<file path="src/rtl/cache_fill_fsm.sv">
// Cache miss fill initiator: issues WORDS back-to-back word reads,
// steers in-order responses into the data array, pulses tag on last word.
//
// Ports:
//   clk, rst_n            clock, async active-low reset
//   miss_detected/address miss request, sampled in IDLE only
//   memory_data(_valid)   in-order read responses from memory
//   fsm_busy              fill in progress (cache stalls)
//   mem_enable/mem_wr     read strobe / constant 0
//   memory_address        byte address of the current request
//   write_data_array      write cache_data_out at cache_word_offset
//   write_tag_array       one-cycle tag/valid write on final word
//   cache_word_offset     word index of the current data write
//   cache_data_out        passthrough of memory_data
`timescale 1ns/1ps
module cache_fill_fsm #(
  parameter int ADDR_WIDTH = 16,
  parameter int WORDS      = 8
) (
  input  logic                     clk,
  input  logic                     rst_n,
  input  logic                     miss_detected,
  input  logic [ADDR_WIDTH-1:0]    miss_address,
  input  logic [15:0]              memory_data,
  input  logic                     memory_data_valid,
  output logic                     fsm_busy,
  output logic                     mem_enable,
  output logic                     mem_wr,
  output logic [ADDR_WIDTH-1:0]    memory_address,
  output logic                     write_data_array,
  output logic                     write_tag_array,
  output logic [$clog2(WORDS)-1:0] cache_word_offset,
  output logic [15:0]              cache_data_out
);

  localparam int OFF = $clog2(WORDS);
  localparam int CW  = OFF + 1;

  localparam logic [ADDR_WIDTH-1:0] BLK_MASK =
    ~ADDR_WIDTH'(2 * WORDS - 1);

  typedef enum logic {IDLE, FETCH} state_t;

  state_t                state_q, state_d;
  logic [ADDR_WIDTH-1:0] base_q, base_d;
  logic [ADDR_WIDTH-1:0] last_q, last_d;
  logic [CW-1:0]         issue_q, issue_d;
  logic [CW-1:0]         recv_q, recv_d;
  logic [ADDR_WIDTH-1:0] issue_addr;
  logic [CW-1:0]         recv_lim;

  always_ff @(posedge clk or negedge rst_n) begin
    if (!rst_n) begin
      state_q <= IDLE;
      base_q  <= '0;
      last_q  <= '0;
      issue_q <= '0;
      recv_q  <= '0;
    end else begin
      state_q <= state_d;
      base_q  <= base_d;
      last_q  <= last_d;
      issue_q <= issue_d;
      recv_q  <= recv_d;
    end
  end

  assign mem_wr         = 1'b0;
  assign cache_data_out = memory_data;
  assign issue_addr     = base_q
                        + ADDR_WIDTH'({issue_q, 1'b0});

  always_comb begin
    state_d           = state_q;
    base_d            = base_q;
    last_d            = last_q;
    issue_d           = issue_q;
    recv_d            = recv_q;
    fsm_busy          = 1'b0;
    mem_enable        = 1'b0;
    write_data_array  = 1'b0;
    write_tag_array   = 1'b0;
    memory_address    = last_q;
    cache_word_offset = recv_q[OFF-1:0];
    recv_lim          = issue_q;

    unique case (state_q)
      IDLE: begin
        if (miss_detected) begin
          base_d  = miss_address & BLK_MASK;
          issue_d = '0;
          recv_d  = '0;
          state_d = FETCH;
        end
      end
      FETCH: begin
        fsm_busy = 1'b1;
        if (issue_q < CW'(WORDS)) begin
          mem_enable     = 1'b1;
          memory_address = issue_addr;
          last_d         = issue_addr;
          issue_d        = issue_q + 1'b1;
        end
        // A zero-latency response may match the request
        // being issued this very cycle.
        recv_lim = issue_q + CW'(mem_enable);
        if (memory_data_valid && (recv_q < recv_lim)) begin
          write_data_array = 1'b1;
          recv_d           = recv_q + 1'b1;
          if (recv_q == CW'(WORDS - 1)) begin
            write_tag_array = 1'b1;
            state_d         = IDLE;
          end
        end
      end
      default: state_d = IDLE;
    endcase
  end

endmodule

</file>
<file path="config.mk">
export PLATFORM = sky130hd
export DESIGN_NAME = cache_fill_fsm
export DESIGN_NICKNAME = d
export VERILOG_FILES = /design/src/rtl/cache_fill_fsm.sv
export SDC_FILE = /design/constraint.sdc
export NUM_CORES = 1
export LEC_CHECK = 0
export BUFFER_PORTS_ARGS = -buffer_cell sky130_fd_sc_hd__buf_2
export CAP_MARGIN = 30
export CORE_ASPECT_RATIO = 1.1
export CORE_MARGIN = 2
export CORE_UTILIZATION = 45
export CTS_BUF_LIST = sky130_fd_sc_hd__clkbuf_4
export DETAILED_ROUTE_END_ITERATION = 16
export PLACE_DENSITY = 0.79
export SETUP_SLACK_MARGIN = 0.05
export SLEW_MARGIN = 0
export SYNTH_ARGS = -nofsm -noshare
export SYNTH_HDL_FRONTEND = slang
export SYNTH_SLANG_ARGS = --single-unit
</file>
<file path="constraint.sdc">
create_clock -name clk -period 2 [get_ports clk]
set_input_delay 0.1 -clock clk [delete_from_list [all_inputs] [get_ports clk]]
set_output_delay 0.1 -clock clk [all_outputs]
set_load 0.05 [all_outputs]
</file>
Word-level counts from Yosys, hierarchy flattened
Index checks and enable logic that the tools add are counted.
{ "word_totals": {"output_inout_bits": 40, "wordCells": 40, "reg_bits": 37, "input_bits": 36} }
{ "classes": {"order_cmp": 2, "mux": 20, "n_reduce_logical": 4, "addsub": 4, "n_bitwise": 1, "n_eq_ne": 4} }
{ "op_table": {"columns": ["cell", "n"], "rows": [
  ["$mux W16", 2],
  ["$add A16 B5 Y16", 1],
  ["$pmux W4 S2", 2],
  ["$mux W1", 12],
  ["$mux W4", 3],
  ["$add A4 B1 Y4 const B", 2],
  ["$reduce_and A2 Y1", 3],
  ["$add A4 B1 Y4", 1],
  ["$eq A4 B3 Y1 const B", 1],
  ["$lt A4 B4 Y1", 1],
  ["$lt A4 B4 Y1 const B", 1],
  ["$ne A2 B1 Y1 const B", 2],
  ["$ne A2 B2 Y1 const B", 1],
  ["$pmux W1 S2", 1],
  ["$logic_and A1 B1 Y1", 1],
  ["$not A1 Y1", 1]
]} }

Depth between registers and ports, before layout
{ "logic_depth": {"ltp_word": 8, "mapped_depth": 10, "mapped_depth_nobuf": 9} }

Worst setup path before layout
OpenSTA, ideal clock, no wires.
{ "synth_timing": {"path_type": "reg-to-output", "start": "reg issue_q[0]", "end": "out write_tag_array", "n_path_buf": 1, "required_time_ns": 1.900, "arrival_ns": 2.837, "stages_incl_launch_ff": 10, "setup_slack_ns": -0.937, "cell_sequence": "dfrtp_1 > ha_1 > ha_1 > inv_1 > ha_1 > o211ai_1 > a21oi_1 > or2_1 > buf_6 > nor3_1"} }
{ "synth_between": {"elab_chain_cells": 8} }
{ "synth_lines": {"columns": ["element", "line", "source"], "rows": [
  ["start, declared", "47", "logic [CW-1:0] issue_q, issue_d;"],
  ["start signal, assigned", "63", "issue_q <= issue_d;"],
  ["$lt A4 B4 Y1", "98", "if (issue_q < CW'(WORDS)) begin"],
  ["$mux W1", "98", null],
  ["$mux W1", "87", "unique case (state_q)"],
  ["$add A4 B1 Y4 (*)", "106", "recv_lim = issue_q + CW'(mem_enable);"],
  ["$lt A4 B4 Y1 (*)", "107", "if (memory_data_valid && (recv_q < recv_lim)) begin"],
  ["$logic_and A1 B1 Y1 (*)", "107", null],
  ["$mux W1 (*)", "107", null],
  ["$mux W1 (*)", "87", null],
  ["end, declared", "31", "output logic write_tag_array,"]
]} }
Every way passes the cells marked *; elsewhere a longest branch is shown, timed or not. The select of a mux whose other input is x is not followed.

Worst setup path after layout
Same ends and word-level chain as after synthesis.

==> run metrics <==
status finished with violations; failing checks setup timing; Synth area leader dfrtp_1; critical path's most frequent cell ha_4; Tcrit/Tclk final 1.186; most frequent cell after synthesis nand2_1; CP max-delay cell dfrtp_2; floorplan core area 3934 sq um; drt wl/cell 13.22 um; Antenna Violating Nets Remaining 0; max cap viols 0; Power Dens Cells 1937 nW/um^2; Post-Syn Area 1826 sq um; final setup fails 7; sequential element share of the synthesized area 0.5072; Die Y 70.80 um; First-pass DRT Iterations 4; full die area 4583 sq um; fin crit period 2.372 ns; initial core utilization 0.4641; crit path capture type output pin; Sequential Area 928.4 sq um; I/O pin total 76; fmax 421.6 MHz; Multi-input gate area 842.1 sq um; Inserted Diodes 0; Post-Syn Nets 245; Clk pwr share 0.110; port buffer count 38; layout cells sized above 1 0.3571; Clock Latency Late Sink 0.34 ns; flops & latches, synth 37; P_sw 2.345 mW; Worst-path clk slew 0.11 ns; Total GRT Usage 0.1964; final worst slack -0.3719 ns; number of synthesized flops with an enable pin 0; initial antenna violation count 0; Ys Warns 0; grt total ovfl 0; vias in the first global route 1604; share of the synthesized area in the top cell type 0.5072; CP Cell Sequence ha_4 -> ha_4 -> xnor2_1 -> ha_1 -> o211ai_1 -> a21oi_2 -> or2_4 -> nor3_4 -> buf_6; CTS Sinks 37; Design Power 4.740 mW; ranking of synthesized cells by area dfrtp_1, nand2_1, buf_4; Longest Clk Path Bufs 2; sw frac 0.4947; clk root buf clkbuf_4; Post-DP HPWL 2570 um; RSZ-0062 raised after global routing true; Syn Inst Count 201; CTS Buf Count 5; worst hold path type input pin to flip-flop; worst rel slew slack 0.4656; num rows 24; vias per cell 4.862; first-pass GRT wire length 7072 um; vias post-DR 1478; Synth cell types 31; Clock Skew 0.009506 ns; Die X 64.73 um; Synth Flop Type dfrtp_1; CTS tree done; average size of a mapped cell 9.082 sq um; logic gate share of total power 0.610; Synth top cells by count nand2_1, dfrtp_1, buf_4, ha_1, xnor2_1; Sequential Power Share 0.280; Static Leak 1.247 nW; Core Util, Final 0.6221; Hold Fails Final Rpt 0; number of DRC markers in iteration 0 87; actual slew at the worst max-slew pin 0.8016 ns; Final Max Tran Viols 0; GPL Wtd Cong 0.8448; Critical Path Fanout Max 3; Slowest Stage Delay on Critical Path 0.44 ns; Final Instance Area 2447 sq um; synthesis-to-finish area growth 34.06%; largest net degree at the start of global routing 38; Setup crit start kind flip-flop; placed cell area 2077 sq um; ys async rst share 1.000; H-tree levels 2; Peak VDD IR 1.002 mV; Setup CP Type flip-flop to output pin; internal power 2.395 mW; Crit path arrival time 2.27 ns; drt total wl 4018 um; number of fill cells 322; Worst EP required 1.90 ns; worst hold slack 0.04498 ns; Layout Nets 295; Residual DRC 0; setup TNS -1.954 ns
repair_timing:
item                                    CTS  global route
resized for setup                        15            15
hold buffers                             13             0
setup buffers                             5             1
endpoints found under the setup margin   18            16
cloned                                    0             0
pin swaps                                 7             3
hold endpoints to repair                 49             0
worst paths after layout:
path	start	endpoint	slack, ns	cells past startpoint
worst min register to register	last_q[4]$_DFF_PN0_	last_q[4]$_DFF_PN0_	0.48	2
worst min-delay path	miss_detected	state_q$_DFF_PN0_	0.04	2
worst max register to register	issue_q[0]$_DFFE_PN0P_	state_q$_DFF_PN0_	-0.32	10
worst max-delay path	issue_q[0]$_DFFE_PN0P_	write_tag_array	-0.37	9
max in group asynchronous	rst_n	state_q$_DFF_PN0_	1.07	2
min in group asynchronous	rst_n	last_q[14]$_DFF_PN0_	0.37	2
cell usage in the layout, fill, tap and decap left out, types with 2 or more instances in the layout:
master         count
buf_2             31
clkbuf_4           8
nand3_1            2
o21ai_2            2
nor2_1             5
o21ai_0            2
xnor2_1            4
buf_6              6
buf_4             17
dfrtp_1           35
xnor2_2            3
nand2b_1           3
dfrtp_2            2
ha_4               3
xor2_1             2
nor2b_1            2
ha_1               4
and3_4             2
dlygate4sd3_1     13
inv_2              3
a21oi_4            2
nand2_1           77
worst max-delay path, delay by kind of cell, from the launching register on:
kind | cells | cell delay (ns)
adders and majority gates | 3 | 0.59
DFF | 1 | 0.44
and+or+nand+nor | 2 | 0.40
buffers and inverters | 1 | 0.18
xor gates and xnor gates | 1 | 0.16
AOI/OAI and AO/OA | 2 | 0.16
power by group through the flow:
stage	Sequential [mW]	Combinational, mW	Clock (mW)
6_report	1.33	2.89	0.522
3_3_place_gp	1.30	2.51	0
4_1_cts	1.31	2.74	0.535
3_5_place_dp	1.32	2.56	0
2_1_floorplan	1.29	2.06	0
5_1_grt	1.37	3.14	0.562
per-layer routing:
layer | GRT usage | share of wire
met5 | 0 | 0
met2 | 0.3322 | 0.51
met4 | 0.1040 | 0.025
met3 | 0.03975 | 0.038
met1 | 0.2344 | 0.42
layout make-up:
type / instances / area share
Sequential cell: 37 / 0.3793
Multi-Input combinational cell: 132 / 0.3441
Timing Repair Buffer: 70 / 0.2086
Tap cell: 52 / 0.02658
Clock buffer: 6 / 0.01840
Clock inverter: 2 / 0.01431
Inverter: 5 / 0.008691
state kept, by name (all words and copies together), names as in the netlist:
name	cells
base_q	12
issue_q	4
last_q	16
recv_q	4
state_q	1
metrics by stage:
step,setup slack [ns],instances
detailed placement,-0.1254,277
CTS,-0.3717,303
finish,-0.3719,304
global placement,-0.07193,277
floorplan,-0.1858,201
global route,-0.4810,304
kinds of logic (layout without fill, tap and decap cells):
kind of cell | Yosys count | after routing | share of synthesized area
AND/OR/NAND/NOR | 99 | 99 | 0.2262
flip-flops | 37 | 37 | 0.5072
buffers and inverters | 32 | 83 | 0.1124
AO/OA/AOI/OAI | 14 | 14 | 0.04867
XOR/XNOR | 9 | 9 | 0.04318
adder cells (fa/ha/maj) | 8 | 8 | 0.05483
other | 1 | 1 | 0.002054
multiplexers | 1 | 1 | 0.005483
No activity file was read; power rests on OpenSTA's default activity.
